### src/rtl/mesh_boot_eoc_pkg.sv
// Shared types and default sizes for the mesh boot / end-of-computation controller.
package mesh_boot_eoc_pkg;

  typedef enum logic [1:0] {
    S_IDLE = 2'd0,
    S_BOOT = 2'd1,
    S_RUN  = 2'd2,
    S_DONE = 2'd3
  } state_e;

  localparam int DEF_N_TILES = 4;
  localparam int DEF_ADDR_W  = 32;
  localparam int DEF_CODE_W  = 32;
  localparam int DEF_CNT_W   = 32;

endpackage

### src/rtl/mesh_eoc_tile_capture.sv
// Per-tile sticky EOC flag and first-seen exit code capture.
module mesh_eoc_tile_capture
  import mesh_boot_eoc_pkg::*;
#(
  parameter int CODE_W = DEF_CODE_W
) (
  input  logic              i_clk,
  input  logic              i_clr,
  input  logic              i_cap_en,
  input  logic              i_eoc,
  input  logic [CODE_W-1:0] i_code,
  output logic              o_seen_nxt,
  output logic [CODE_W-1:0] o_code_nxt
);

  logic              r_seen;
  logic [CODE_W-1:0] r_code;
  logic              w_cap;

  assign w_cap      = i_cap_en & i_eoc & ~r_seen;
  // Next-state view lets the parent act on a capture in the same cycle
  assign o_seen_nxt = r_seen | w_cap;
  assign o_code_nxt = w_cap ? i_code : r_code;

  always_ff @(posedge i_clk) begin
    if (i_clr) begin
      r_seen <= 1'b0;
      r_code <= '0;
    end else if (w_cap) begin
      r_seen <= 1'b1;
      r_code <= i_code;
    end
  end

endmodule

### src/rtl/mesh_boot_eoc_ctrl.sv
// Boots a set of mesh tiles, waits for their EOCs (or a watchdog) and aggregates exit codes.
module mesh_boot_eoc_ctrl
  import mesh_boot_eoc_pkg::*;
#(
  parameter int N_TILES = DEF_N_TILES,
  parameter int ADDR_W  = DEF_ADDR_W,
  parameter int CODE_W  = DEF_CODE_W,
  parameter int CNT_W   = DEF_CNT_W
) (
  input  logic                      clk_i,
  input  logic                      rst_i,
  input  logic                      start_i,
  input  logic                      clear_i,
  input  logic [ADDR_W-1:0]         boot_addr_i,
  input  logic [N_TILES-1:0]        tile_mask_i,
  input  logic [CNT_W-1:0]          timeout_i,
  input  logic [N_TILES-1:0]        tile_eoc_i,
  input  logic [N_TILES*CODE_W-1:0] tile_exit_code_i,
  output logic [N_TILES-1:0]        fetch_en_o,
  output logic [ADDR_W-1:0]         boot_addr_o,
  output logic                      busy_o,
  output logic                      done_o,
  output logic [CODE_W-1:0]         exit_code_o,
  output logic                      timeout_o,
  output logic [N_TILES-1:0]        fail_mask_o
);

  state_e               r_state;
  logic [N_TILES-1:0]   r_mask;
  logic [CNT_W-1:0]     r_to;
  logic [CNT_W-1:0]     r_cnt;
  logic [N_TILES-1:0]   r_fetch_en;
  logic [ADDR_W-1:0]    r_boot_addr;
  logic                 r_busy;
  logic                 r_done;
  logic [CODE_W-1:0]    r_exit;
  logic                 r_tmo;
  logic [N_TILES-1:0]   r_fail;

  logic                 w_clr;
  logic [N_TILES-1:0]   w_cap_en;
  logic [N_TILES-1:0]   w_seen_nxt;
  logic [CODE_W-1:0]    w_code_nxt [N_TILES];
  logic                 w_complete;
  logic                 w_tmo;
  logic [CODE_W-1:0]    w_exit;
  logic [N_TILES-1:0]   w_fail;

  // Captures are wiped on reset, abort, and at the start of every run
  assign w_clr    = rst_i | clear_i | ((r_state == S_IDLE) & start_i);
  assign w_cap_en = (r_state == S_RUN) ? r_mask : '0;

  for (genvar k = 0; k < N_TILES; k++) begin : g_tile
    mesh_eoc_tile_capture #(
      .CODE_W(CODE_W)
    ) u_cap (
      .i_clk      (clk_i),
      .i_clr      (w_clr),
      .i_cap_en   (w_cap_en[k]),
      .i_eoc      (tile_eoc_i[k]),
      .i_code     (tile_exit_code_i[k*CODE_W +: CODE_W]),
      .o_seen_nxt (w_seen_nxt[k]),
      .o_code_nxt (w_code_nxt[k])
    );
  end

  assign w_complete = ((w_seen_nxt & r_mask) == r_mask);
  assign w_tmo      = (r_to != '0) && (r_cnt == r_to - CNT_W'(1));

  always_comb begin
    w_exit = '0;
    w_fail = '0;
    for (int k = 0; k < N_TILES; k++) begin
      if (r_mask[k] & w_seen_nxt[k]) w_exit = w_exit | w_code_nxt[k];
      w_fail[k] = r_mask[k] & (~w_seen_nxt[k] | (|w_code_nxt[k]));
    end
  end

  always_ff @(posedge clk_i) begin
    if (rst_i) begin
      r_state     <= S_IDLE;
      r_mask      <= '0;
      r_to        <= '0;
      r_cnt       <= '0;
      r_fetch_en  <= '0;
      r_boot_addr <= '0;
      r_busy      <= 1'b0;
      r_done      <= 1'b0;
      r_exit      <= '0;
      r_tmo       <= 1'b0;
      r_fail      <= '0;
    end else if (clear_i) begin
      r_state    <= S_IDLE;
      r_cnt      <= '0;
      r_fetch_en <= '0;
      r_busy     <= 1'b0;
      r_done     <= 1'b0;
      r_exit     <= '0;
      r_tmo      <= 1'b0;
      r_fail     <= '0;
    end else begin
      unique case (r_state)
        S_IDLE: begin
          if (start_i) begin
            r_boot_addr <= boot_addr_i;
            r_mask      <= tile_mask_i;
            r_to        <= timeout_i;
            r_exit      <= '0;
            r_fail      <= '0;
            r_tmo       <= 1'b0;
            if (tile_mask_i != '0) begin
              r_state <= S_BOOT;
              r_busy  <= 1'b1;
            end else begin
              r_state <= S_DONE;
              r_done  <= 1'b1;
            end
          end
        end
        S_BOOT: begin
          r_state    <= S_RUN;
          r_fetch_en <= r_mask;
          r_cnt      <= '0;
        end
        S_RUN: begin
          if (r_cnt != '1) r_cnt <= r_cnt + CNT_W'(1);
          if (w_complete || w_tmo) begin
            r_state    <= S_DONE;
            r_fetch_en <= '0;
            r_busy     <= 1'b0;
            r_done     <= 1'b1;
            r_exit     <= w_exit;
            r_fail     <= w_fail;
            r_tmo      <= ~w_complete;
          end
        end
        S_DONE: begin
          r_state <= S_DONE;
        end
        default: r_state <= S_IDLE;
      endcase
    end
  end

  assign fetch_en_o  = r_fetch_en;
  assign boot_addr_o = r_boot_addr;
  assign busy_o      = r_busy;
  assign done_o      = r_done;
  assign exit_code_o = r_exit;
  assign timeout_o   = r_tmo;
  assign fail_mask_o = r_fail;

endmodule

### config.mk
export PLATFORM = sky130hd
export DESIGN_NAME = mesh_boot_eoc_ctrl
export DESIGN_NICKNAME = d
export VERILOG_FILES = /design/src/rtl/mesh_boot_eoc_pkg.sv /design/src/rtl/mesh_eoc_tile_capture.sv /design/src/rtl/mesh_boot_eoc_ctrl.sv
export SDC_FILE = /design/constraint.sdc
export NUM_CORES = 1
export LEC_CHECK = 0
export CORE_AREA = 8 8 208 210
export CTS_CLUSTER_DIAMETER = 60
export CTS_CLUSTER_SIZE = 20
export DETAILED_ROUTE_END_ITERATION = 8
export DIE_AREA = 0 0 216 218
export PLACE_DENSITY = 0.75
export SYNTH_ARGS = -nofsm -noshare
export SYNTH_HDL_FRONTEND = slang
export SYNTH_HIERARCHICAL = 1
export SYNTH_SLANG_ARGS = --single-unit
### constraint.sdc
create_clock -name clk_i -period 3.72 [get_ports clk_i]
set_input_delay 1.116 -clock clk_i [delete_from_list [all_inputs] [get_ports clk_i]]
set_output_delay 1.116 -clock clk_i [all_outputs]
set_load 0.1 [all_outputs]
Yosys cells after proc, flatten, opt, wreduce, memory -nomap -nowiden

Cells that the tools add are included.

$add $sub $neg: 2
Eq/ne operators: 11
Mux-type cells: 34
Bitwise gates (word level): 41
Reductions and logical operators: 19

Operators with widths:

| cell                                                                 | count |
|---|---|
| 32-bit two-way mux                                                   | 11 |
| 32-bit one-hot mux with 2 select lines                               | 2 |
| 32-bit OR reduction                                                  | 4 |
| 32-bit OR                                                            | 3 |
| 32-bit by 1-bit adder with 32-bit output, second input constant      | 1 |
| 32-bit == test                                                       | 1 |
| 32-bit != test, second input constant                                | 1 |
| 32-bit nonzero test                                                  | 1 |
| 32-bit by 1-bit subtractor with 32-bit output, second input constant | 1 |
| 1-bit bitwise AND                                                    | 17 |
| 4-bit two-way mux                                                    | 4 |
| 4-bit one-hot mux with 2 select lines                                | 2 |
| 1-bit NOT                                                            | 10 |
| 1-bit OR                                                             | 10 |
| 1-bit two-way mux                                                    | 8 |
| 2-bit one-hot mux with 4 select lines                                | 1 |
| 4-bit AND reduction                                                  | 2 |
| 2-bit two-way mux                                                    | 3 |
| 2-bit by 1-bit != test with 1-bit output, second input constant      | 3 |
| 1-bit one-hot mux with 2 select lines                                | 3 |
| 2-bit AND reduction                                                  | 3 |
| 3-bit AND reduction                                                  | 2 |
| 4-bit bitwise AND                                                    | 1 |
| 2-bit == test, second input constant                                 | 2 |
| other kinds (9)                                                      | 11 |

Register bits after elaboration: 277
Input port bits: 204
Output and inout bits: 75
Word-level logic and storage cells: 126

Logic depth before layout (Yosys ltp)

Gate-level depths: netlist of the first run.

Depth after elaboration: 15
Depth in mapped cells: 13
Gate-level depth less buffers: 11

By module

The synthesis of the first run kept the hierarchy.

By module, submodules not included:

| module                | instances | cells an instance | area an instance (µm²) | sequential area each (µm²) |
|---|---|---|---|---|
| mesh_eoc_tile_capture | 4         | 179               | 2029.4                 | 660.6 |
| mesh_boot_eoc_ctrl    | 1         | 970               | 7638.6                 | 2902.8 |

Least setup slack after synthesis of the first run

Ideal clock, no wire load.

Kind: reg-to-reg
From: register r_to[2]
To: register r_exit[30], in the netlist exit_code_o[30]
Library setup time: 0.117 ns
Arrival time: 2.724 ns
Required time: 3.603 ns
Slack: 0.879 ns
Stages on the path, launching flop included: 11
Buffers on the path: 2
Period minus slack after synthesis: 2.841 ns
Cells stage by stage: dfxtp_1 -> buf_4 -> nor4_4 -> nand4b_2 -> nor3_2 -> mux2_1 -> o211a_1 -> nor4_1 -> a21boi_1 -> buf_2 -> a32o_1

Longest elaborated chain between the ends: 6
Elaborated cells on any way between the ends: 7
Those cells by class: 1 x add/sub; 2 x eq/ne; 4 x reduce/logical

RTL lines:

| element                                                     | line                      | text |
|---|---|---|
| start: declaration                                          | mesh_boot_eoc_ctrl.sv:30  | `logic [CNT_W-1:0] r_to;` |
| start signal: assignment                                    | mesh_boot_eoc_ctrl.sv:107 | `r_to <= timeout_i;` |
| 32-bit by 1-bit subtractor with 32-bit output               | mesh_boot_eoc_ctrl.sv:68  | `assign w_tmo = (r_to != '0) && (r_cnt == r_to - CNT_W'(1));` |
| 32-bit == test                                              | mesh_boot_eoc_ctrl.sv:68  |  |
| 1-bit logical AND *                                         | mesh_boot_eoc_ctrl.sv:68  |  |
| 1-bit logical OR *                                          | mesh_boot_eoc_ctrl.sv:127 | `if (w_complete \|\| w_tmo) begin` |
| 2-bit by 1-bit != test with 1-bit output (no source line) * | n/a                       |  |
| 3-bit AND reduction (no source line) *                      | n/a                       |  |
| end signal: assignment                                      | mesh_boot_eoc_ctrl.sv:132 | `r_exit <= w_exit;` |
| end: declaration                                            | mesh_boot_eoc_ctrl.sv:36  | `logic [CODE_W-1:0] r_exit;` |

Mark *: on every way between the ends. The rest lies on a longest branch, timed or not.
A chain may end at the register's enable or synchronous reset.

Worst setup path after layout of the first run

From: register r_to[2]
To: register r_busy, in the netlist busy_o

Longest elaborated chain between the ends: 6
Elaborated cells on any way between the ends: 7
Those cells by class: 1 x add/sub; 2 x eq/ne; 4 x reduce/logical

RTL lines:

| element                                                     | line                      | text |
|---|---|---|
| 32-bit by 1-bit subtractor with 32-bit output               | mesh_boot_eoc_ctrl.sv:68  |  |
| 32-bit == test                                              | mesh_boot_eoc_ctrl.sv:68  |  |
| 1-bit logical AND *                                         | mesh_boot_eoc_ctrl.sv:68  |  |
| 1-bit logical OR *                                          | mesh_boot_eoc_ctrl.sv:127 |  |
| 2-bit by 1-bit != test with 1-bit output (no source line) * | n/a                       |  |
| 4-bit AND reduction (no source line) *                      | n/a                       |  |
| end signal: assignment                                      | mesh_boot_eoc_ctrl.sv:87  | `r_busy <= 1'b0;` |
| end signal: assignment                                      | mesh_boot_eoc_ctrl.sv:96  | `r_busy <= 1'b0;` |
| end signal: assignment                                      | mesh_boot_eoc_ctrl.sv:130 | `r_busy <= 1'b0;` |
| end: declaration                                            | mesh_boot_eoc_ctrl.sv:34  | `logic r_busy;` |

Marks and branches as above.

==> parameters.txt, run 1 <==
Parameter                              Value

Outcome
  Status    completed

Final layout
  Antenna Diode Count    0
  Area taken by multi-input logic gates    9410 µm²
  Layout area overhead    24.1%
  Nets    between 2000 and 2500
  Layout Cells excl Fill    roughly 2500
  Fraction of final layout cells sized beyond drive strength 1    0.158
  Most common cell after layout, fill and taps aside    sky130_fd_sc_hd__dfxtp_1
  Number of filler cells placed in the layout    3752
  Commonest cells after routing, fill and taps aside    sky130_fd_sc_hd__dfxtp_1, sky130_fd_sc_hd__nand2b_1, sky130_fd_sc_hd__clkdlybuf4s50_1
  Total area of sequential cells    5550 µm²
  Final non-filler cell area    19600 µm²

Detailed routing
  Violation count after the first detailed-routing iteration    about 1200
  Remaining antenna violation count after routing    0
  Detailed-route DRC error count    0
  Total detailed-routing wirelength    around 52000 µm
  Vias    around 13000
  Mean number of vias per cell    5.48
  Detailed-routing iteration count for the pre-antenna-repair pass    5
  Drt wl/cell    between 20 and 25 µm

GRT
  Gr usage total    0.206
  Leftover overflow at the end of global routing    0
  Largest net degree at the start of global routing    around 110
  Number of global-route vias before repair    13300
  Antenna violations before repair    0
  Global-route wire length before repair    a little under 80000 µm

Timing
  Unrepaired setup endpoints after global routing    no
  Remaining max-slew budget at the tightest pin    0.312
  Final Slew Violations    0
  Worst setup skew after layout    0.0353 ns
  Top achievable clock speed    308 MHz
  Final-report setup violation count    0
  Hold slack final    about 0.46 ns
  Final Hold Viols    0
  Slew of the pin with the lowest slew margin    1.03 ns
  Min Clock Period, post-route    3.25 ns
  Summed negative setup slack over all endpoints    0 ns
  Crit share post-route    0.872

Yosys
  Cells after synthesis    approximately 1700
  Area contributors post-synth    sky130_fd_sc_hd__dfxtp_1, sky130_fd_sc_hd__mux2_4, sky130_fd_sc_hd__nand2b_1
  Fraction of registers with async set/reset    0
  Register bit total from synthesis    277
  Synth cell types    67
  Largest area contributor in the netlist    sky130_fd_sc_hd__dfxtp_1
  Post-synth EDFFs    0
  Mean instance size in the synthesized netlist    9.35 µm²
  Synthesized netlist net count    1892
  Post-synth top flop    sky130_fd_sc_hd__dfxtp_1
  Sequential-to-total area share from yosys stat    0.352
  Post-synth design cell area    15800 µm²
  Synth Warn #    6
  Share of the synthesized area in the top cell type    0.352

Clock network
  Setup Fix Bufs, Post-CTS    0
  Number of H-tree levels    1
  Number of buffers on the longest clock path    3
  TritonCTS clock tree    yes
  Inserted Clock Buffers    27
  Post-CTS Hold Fix Bufs    0
  Clock root buffer master    sky130_fd_sc_hd__clkbuf_16
  Clk pin slew, worst setup/hold paths    ~0.070 ns
  Source-to-sink clock delay at the later pin of the worst-skew pair    just under 0.6 ns
  Count of cells resized by post-cts repair    0
  Clock sink count    277

Setup path
  CP max FO    42
  Critical Setup Path Class    reg -> reg
  Startpoint of the worst setup timing path    r_to[2]$_SDFFE_PP0P_
  Slack of the worst reg-to-reg path    about 0.47 ns
  Worst reg2reg path startpoint    r_to[2]$_SDFFE_PP0P_
  Critical path endpoint category    flop
  Critical Path RT    4.20 ns
  Ordered cell list for the critical path    nor4_4, buf_4, nand3_1, or3b_1, a211oi_1, o22ai_1, nor4_1, buf_4, a21boi_4, buf_12, o21ba_1, nor3_1
  CP arrival    3.73 ns
  Critical-path top delay cell    sky130_fd_sc_hd__or3b_1
  Critical path startpoint category    flop
  Peak per-stage delay on the critical path    roughly 0.42 ns
  Most used cell, CP    sky130_fd_sc_hd__buf_4

Power and ir drop
  Highest ir drop seen on vdd    353 µV
  Leakage power total    7.43 nW
  Power per unit of standard cell area    roughly 350 nW/µm²

Floorplan
  Horizontal extent of the die    216 µm
  Core Region    approximately 40000 µm²
  Die height    218 µm
  Initial core utilization    0.392
  Placement Rows    74
  Die Area    47100 µm²
  Count of pins on the block boundary    279

Place
  Dpl cell area    18600 µm²
  Routability congestion estimate    approximately 0.96
  Number of port buffers    278
  Cell count after placement    about 2400
  Estimated wirelength of the detail-placed design    39900 µm

Worst hold path
  Startpoint of the worst hold path    boot_addr_o[22]$_SDFFE_PP0P_
  Class of the tightest hold or removal check    reg -> reg

Flow run
  Max-capacitance violation count    0
-- area by class of cell --
class	count	share of cell area
clock inverters	22	0.0141
flip-flops and latches	277	0.284
multi-input cells	1277	0.481
clock buffers	28	0.0353
repair buffers	308	0.150
well taps	532	0.0340
inverters	11	0.00211
-- worst paths after layout --
path,endpoint,cells past startpoint
max,busy_o$_SDFFE_PP0P_,12
min,boot_addr_o[22]$_SDFFE_PP0P_,2
max reg2reg,busy_o$_SDFFE_PP0P_,12
min reg2reg,boot_addr_o[22]$_SDFFE_PP0P_,2
-- Yosys cell counts (all sizes together), types with 5 or more instances --
| library cell | number |
|---|---|
| dfxtp | 277 |
| nand2b | 260 |
| nand2 | 199 |
| mux2i | 130 |
| mux2 | 129 |
| a21oi | 81 |
| clkbuf | 77 |
| nor2 | 74 |
| a22oi | 64 |
| buf | 44 |
| nor4 | 44 |
| xnor2 | 41 |
| a32o | 32 |
| xor2 | 29 |
| nand4 | 27 |
| nor3 | 24 |
| nand3 | 19 |
| inv | 11 |
| o21ai | 10 |
| and2 | 9 |
| nor4b | 9 |
| nand3b | 8 |
| nor2b | 8 |
| or3 | 8 |
| a21o | 7 |
| nand4b | 6 |
| or4 | 6 |
| o22ai | 5 |
-- metrics by stage --
step                setup WS (ns)  utilization  power, mW
finish                      0.475        0.487       6.93
global route                0.254        0.487       7.18
global placement           0.0353        0.463       4.01
detailed placement          0.130        0.463       4.03
CTS                         0.534        0.487       6.98
floorplan                   0.879            -       3.62
-- state kept, by name, summed over array words and instances (netlist names) --
name	count
boot_addr_o	32
busy_o	1
done_o	1
exit_code_o	32
fail_mask_o	4
fetch_en_o	4
g_tile.u_cap/r_code	128
g_tile.u_cap/r_seen	4
r_cnt	32
r_mask	4
r_state	2
r_to	32
timeout_o	1
-- logic make-up after synthesis --
group           count (synthesis)  synth area share
xor+xnor                       70            0.0389
mux                           259             0.203
buf+inv                       132            0.0532
compound gates                224            0.0980
flops                         277             0.352
fa+ha+maj                       2           0.00159
simple gates                  722             0.253
-- where the power goes --
part / internal [mW] / switching (mW) / total [mW]
clock: 1.58 / 1.39 / 2.97
sequential: 3.00 / 0.0419 / 3.04
combinational: 0.413 / 0.509 / 0.921
total: 4.99 / 1.94 / 6.93
-- routing by layer --
layer	up-vias	global-route usage	routed length [µm]
li1	6345	-	-
met1	6419	0.244	20500
met2	570	0.365	25400
met3	113	0.0409	3740
met4	0	0.0798	2170
met5	-	0	0
-- worst max-delay path: cells and delay by family (launching register included) --
family | cells | cell delay, ns
compound gates | 4 | 0.72
simple gates | 5 | 1.46
flops | 1 | 0.40
buf+inv | 3 | 0.58
No activity file was read; power rests on OpenSTA's default activity.
==> run 2, diff against run 1 <==
CAP_MARGIN = 25   (was unset)
DONT_BUFFER_PORTS = 1   (was unset)
PLACE_DENSITY = 0.66   (was 0.75)
==> run 2 against run 1 <==
- power is 5.9% lower
- register-to-register slack worse by 0.19 ns
- first-iteration DRC count is 17% lower
- utilization is 6.3 points lower
- non-clock buffer count is 264 lower
- hold slack better by 0.016 ns
- fmax is 5.6% lower
- final area is 13% lower
- count of clock-buffer cells in the layout is 2 higher
- critical path type unchanged
==> parameters.txt, run 2 (synthesis gave the netlist of run 1 again) <==
Parameter                              Value

Timing
  Summed negative setup slack over all endpoints    0 ns
  Slew of the pin with the lowest slew margin    1.12 ns
  Worst setup skew after layout    0.0358 ns
  Final Hold Viols    0
  Top achievable clock speed    291 MHz
  Final-report setup violation count    0
  Crit path setup slack, layout    about 0.28 ns
  Crit share post-route    0.924
  Hold slack final    about 0.47 ns
  Min Clock Period, post-route    3.44 ns
  Remaining max-slew budget at the tightest pin    0.254
  Unrepaired setup endpoints after global routing    no
  Final Slew Violations    0

Detailed routing
  Violation count after the first detailed-routing iteration    1023
  Detailed-routing iteration count for the pre-antenna-repair pass    7
  Drt wl/cell    23.3 µm
  Detailed-route DRC error count    0
  Remaining antenna violation count after routing    0
  Total detailed-routing wirelength    50900 µm
  Vias    12400
  Mean number of vias per cell    5.66

Final layout
  Nets    1843
  Number of flip-flops in the largest register    around 130
  Most common cell after layout, fill and taps aside    sky130_fd_sc_hd__dfxtp_1
  Layout Cells excl Fill    2188
  Layout area overhead    8.02%
  Antenna Diode Count    0
  Commonest cells after routing, fill and taps aside    sky130_fd_sc_hd__dfxtp_1, sky130_fd_sc_hd__nand2b_1, sky130_fd_sc_hd__nand2_1
  Fraction of final layout cells sized beyond drive strength 1    0.141
  Register containing the most flip-flops in the final layout    g_tile.u_cap/r_code

Clock network
  TritonCTS clock tree    yes
  Clock root buffer master    sky130_fd_sc_hd__clkbuf_16
  Post-CTS Hold Fix Bufs    0
  Number of H-tree levels    1
  Number of buffers on the longest clock path    3
  Source-to-sink clock delay at the later pin of the worst-skew pair    0.57 ns
  Count of cells resized by post-cts repair    0
  Clk pin slew, worst setup/hold paths    0.07 ns
  Clock sink count    277
  Setup Fix Bufs, Post-CTS    0
  Inserted Clock Buffers    26

Power and ir drop
  Part of the total power dissipated in sequential elements    0.486
  Leakage power total    around 6.3 nW
  Sw Pwr    1.78 mW
  Clock share of power    0.436
  Pint    between 4 and 5 mW
  Fraction of power spent switching nets    0.273
  Highest ir drop seen on vdd    317 µV
  Power per unit of standard cell area    383 nW/µm²
  Relative contribution of combinational cells to total power    0.078

Setup path
  Critical-path top delay cell    sky130_fd_sc_hd__nor2_1
  Critical Setup Path Class    reg -> reg
  Critical Path RT    4.17 ns
  CP arrival    about 3.9 ns
  CP max FO    28
  Ordered cell list for the critical path    nand2_1, nor2_1, nand3b_4, buf_4, mux2_4, nor4_1, nand4_1, o311ai_0, o21ai_1
  Critical path endpoint category    flop
  Critical path startpoint category    flop
  Peak per-stage delay on the critical path    0.59 ns
  Cell family with the largest share of critical-path delay    simple AND/OR/NAND/NOR gates
  Startpoint of the worst setup timing path    r_state[1]$_SDFFE_PP0P_
  Worst reg2reg path startpoint    r_state[1]$_SDFFE_PP0P_
  Count of buffering cells on the critical path with inverters included    1

Floorplan
  Die height    218 µm
  Initial core utilization    0.392
  Count of pins on the block boundary    279
  Core Region    40200 µm²
  Placement Rows    74
  Die Area    47100 µm²
  Horizontal extent of the die    216 µm

Outcome
  Status    completed

GRT
  Largest net degree at the start of global routing    96
  Global route hottest layer    met2
  Met1 routing resource usage after global routing    0.248
  Leftover overflow at the end of global routing    0
  Gr usage total    0.204
  Met2 capacity usage during global routing    0.347
  Met3 usage in global routing    0.0666
  Antenna violations before repair    0
  Number of global-route vias before repair    12000
  Global-route wire length before repair    75200 µm

Place
  Cell count after placement    2135
  Dpl ws    0.280 ns
  Routability congestion estimate    0.897
  Estimated wirelength of the detail-placed design    roughly 40000 µm
  Number of port buffers    0

Worst hold path
  Class of the tightest hold or removal check    reg -> reg
  Startpoint of the worst hold path    g_tile[0].u_cap/r_code[20]$_SDFF_PP0_

Flow run
  Max-capacitance violation count    0
==> run 2: cell count changes in the layout (fill, tap and decap cells not counted), moves of 3 or more <==
cell                              before  now
sky130_fd_sc_hd__clkbuf_1              0    6
sky130_fd_sc_hd__buf_4                96   31
sky130_fd_sc_hd__clkdlybuf4s50_1     202    0
sky130_fd_sc_hd__clkinvlp_4            5    1
sky130_fd_sc_hd__buf_16                0    3
sky130_fd_sc_hd__buf_12                9    6
==> run 2: metrics by stage <==
| step | utilization | cell area [µm²] | power (mW) |
|---|---|---|---|
| 4_1_cts | 0.422 | 17000 | 6.56 |
| 6_report | 0.424 | 17000 | 6.52 |
| 3_5_place_dp | 0.399 | 16000 | 3.74 |
| 2_1_floorplan | - | 15800 | 3.62 |
| 5_1_grt | 0.424 | 17000 | 6.74 |
| 3_3_place_gp | 0.399 | 16000 | 3.73 |
==> run 2: path summary, 6_finish.rpt <==
check	slack (ns)	endpoint	depth (start not counted)
hold / removal	0.47	g_tile[0].u_cap/r_code[20]$_SDFF_PP0_	2
setup reg to reg	0.28	fail_mask_o[0]$_SDFFE_PP0P_	9
setup / recovery	0.28	fail_mask_o[0]$_SDFFE_PP0P_	9
hold reg to reg	0.47	g_tile[0].u_cap/r_code[20]$_SDFF_PP0_	2
==> run 2: per-layer routing <==
metal / share of wire / vias to the layer above
li1: - / 5814
met1: 0.40 / 6041
met2: 0.48 / 442
met3: 0.095 / 84
met4: 0.025 / 0
met5: 0 / -
==> run 2: final cells by class <==
cell class	instances	area (µm²)
timing repair buffer	44	450
clock buffer	30	686
clock inverter	17	220
fill	3892	23200
multi-input combinational	1277	9410
sequential	277	5550
tap	532	666
inverter	11	41.3
==> run 2: tightest hold or removal path: cells and delay by family (launching register included) <==
kind,cells,cell delay [ns]
AND/OR/NAND/NOR,1,0.06
flip-flops,1,0.32
multiplexers,1,0.05
==> run 2: power groups by stage <==
stage,Sequential [mW],Combinational (mW),Clock (mW)
finish,3.17,0.511,2.84
global route,3.17,0.560,3.01
CTS,3.17,0.506,2.89
detailed placement,3.24,0.504,0
global placement,3.24,0.493,0
floorplan,3.22,0.397,0
==> run 3, diff against run 2 <==
CAP_MARGIN = 20   (was 25)
CELL_PAD_IN_SITES_DETAIL_PLACEMENT = 0   (was unset)
CELL_PAD_IN_SITES_GLOBAL_PLACEMENT = 1   (was unset)
CORE_AREA = 8 8 266 165   (was 8 8 208 210)
DIE_AREA = 0 0 274 173   (was 0 0 216 218)
PLACE_DENSITY = 0.79   (was 0.66)
==> run 3 against run 2 <==
- sequential share of layout area increased by 0.39 points
- via count grew 1.3%
- clock power is 4% lower
- utilization decreased by 0.24 points
- wire length is 6.4% higher
- sequential cell count unchanged
- final area down 1.2%
- cell count fell by 0.91%
- register-to-register slack about the same
- critical path type unchanged
- largest cell class unchanged
- highest routed layer unchanged
==> parameters.txt, run 3 (synthesis gave the netlist of run 1 again) <==
Parameter                              Value

Final layout
  Fraction of final layout cells sized beyond drive strength 1    0.133
  Number of flip-flops in the largest register    128
  Commonest cells after routing, fill and taps aside    sky130_fd_sc_hd__dfxtp_1, sky130_fd_sc_hd__nand2b_1, sky130_fd_sc_hd__nand2_1
  Number of filler cells placed in the layout    3937
  Register containing the most flip-flops in the final layout    g_tile.u_cap/r_code
  Most common cell after layout, fill and taps aside    sky130_fd_sc_hd__dfxtp_1
  Nets    1828
  Final non-filler cell area    ~17000 µm²
  Layout area overhead    6.75%

Setup path
  CP arrival    3.90 ns
  Critical Setup Path Class    reg -> reg
  CP max FO    35
  Critical path startpoint category    flop
  Critical Path RT    between 4 and 5 ns
  Critical path endpoint category    flop

GRT
  Antenna violations before repair    1
  Largest net degree at the start of global routing    roughly 130
  Global-route wire length before repair    between 70000 and 80000 µm
  Number of global-route vias before repair    11600
  Gr usage total    0.215
  Leftover overflow at the end of global routing    0

Clock network
  Clk pin slew, worst setup/hold paths    0.08 ns
  Count of cells resized by post-cts repair    0
  Clock sink count    277
  Clock root buffer master    sky130_fd_sc_hd__clkbuf_16
  Setup Fix Bufs, Post-CTS    0
  Number of buffers on the longest clock path    3
  Post-CTS Hold Fix Bufs    0
  TritonCTS clock tree    yes
  Number of H-tree levels    1
  Source-to-sink clock delay at the later pin of the worst-skew pair    0.57 ns
  Inserted Clock Buffers    22

Place
  Dpl cell area    around 16000 µm²
  Dpl ws    ~0.32 ns
  Number of port buffers    0
  Estimated wirelength of the detail-placed design    42100 µm
  Routability congestion estimate    0.962

Detailed routing
  Detailed-route DRC error count    0
  Mean number of vias per cell    5.78
  Detailed-routing iteration count for the pre-antenna-repair pass    5
  Remaining antenna violation count after routing    0
  Total detailed-routing wirelength    54200 µm
  Vias    around 13000
  Drt wl/cell    25.0 µm
  Violation count after the first detailed-routing iteration    about 1400

Timing
  Final Hold Viols    0
  Crit share post-route    0.925
  Remaining max-slew budget at the tightest pin    0.227
  Final-report setup violation count    0
  Min Clock Period, post-route    3.44 ns
  Final Slew Violations    0
  Unrepaired setup endpoints after global routing    no
  Slew of the pin with the lowest slew margin    1.16 ns
  Worst setup skew after layout    between 0.04 and 0.05 ns
  Crit path setup slack, layout    0.279 ns
  Summed negative setup slack over all endpoints    0 ns
  Top achievable clock speed    291 MHz

Power and ir drop
  Leakage power total    6.16 nW
  Highest ir drop seen on vdd    262 µV
  Power per unit of standard cell area    roughly 380 nW/µm²

Floorplan
  Count of pins on the block boundary    279
  Initial core utilization    0.395
  Die Area    47400 µm²
  Placement Rows    57
  Core Region    39900 µm²
  Die height    approximately 170 µm
  Horizontal extent of the die    about 270 µm

Worst hold path
  Class of the tightest hold or removal check    reg -> reg

Outcome
  Status    completed

Flow run
  Max-capacitance violation count    0
==> run 3: cell type report <==
class | count | area [µm²] | share of cell area
Timing Repair Buffer | 33 | 345 | 0.0205
Clock inverter | 14 | 243 | 0.0144
Antenna cell | 2 | 5.00 | 0.000298
Sequential cell | 277 | 5550 | 0.330
Clock buffer | 23 | 564 | 0.0335
Inverter | 11 | 41.3 | 0.00245
Multi-Input combinational cell | 1277 | 9410 | 0.560
Tap cell | 531 | 664 | 0.0395
==> run 3: final timing paths <==
path,from,endpoint,slack [ns],cells after the start
hold / removal,r_mask[1]$_SDFFE_PP0P_,r_mask[1]$_SDFFE_PP0P_,0.46,2
setup reg to reg,r_to[2]$_SDFFE_PP0P_,exit_code_o[5]$_SDFFE_PP0P_,0.28,10
hold reg to reg,r_mask[1]$_SDFFE_PP0P_,r_mask[1]$_SDFFE_PP0P_,0.46,2
setup / recovery,r_to[2]$_SDFFE_PP0P_,exit_code_o[5]$_SDFFE_PP0P_,0.28,10
==> run 3: where the power goes <==
group	internal, mW	switching [mW]
clock network	1.43	1.30
registers	3.00	0.171
logic	0.214	0.306
==> run 3: critical path: stages (launching register included) <==
cell	delay, ns
sky130_fd_sc_hd__dfxtp_1	0.40
sky130_fd_sc_hd__nor4_4	0.52
sky130_fd_sc_hd__nand4b_2	0.35
sky130_fd_sc_hd__nor3_2	0.44
sky130_fd_sc_hd__mux2_1	0.37
sky130_fd_sc_hd__o211a_1	0.19
sky130_fd_sc_hd__nor4_1	0.31
sky130_fd_sc_hd__buf_4	0.17
sky130_fd_sc_hd__a21boi_4	0.10
sky130_fd_sc_hd__buf_12	0.19
sky130_fd_sc_hd__a32o_1	0.28
==> run 3: through the flow <==
stage / cells / util / hold slack (ns) / total power, mW
floorplan: 1686 / - / 0.445 / 3.62
global placement: 2126 / 0.399 / 0.455 / 3.74
detailed placement: 2127 / 0.400 / 0.455 / 3.75
CTS: 2164 / 0.420 / 0.466 / 6.47
global route: 2167 / 0.421 / 0.492 / 6.64
finish: 2168 / 0.421 / 0.465 / 6.42
==> run 3: layer usage <==
layer / vias up / wire length, µm / share of wire / track usage
met1: 6154 / 24600 / 0.45 / 0.317
li1: 5793 / - / - / -
met2: 535 / 22000 / 0.41 / 0.301
met4: 0 / 1410 / 0.026 / 0.0537
met5: - / 0 / 0 / 0
met3: 54 / 6140 / 0.11 / 0.0649
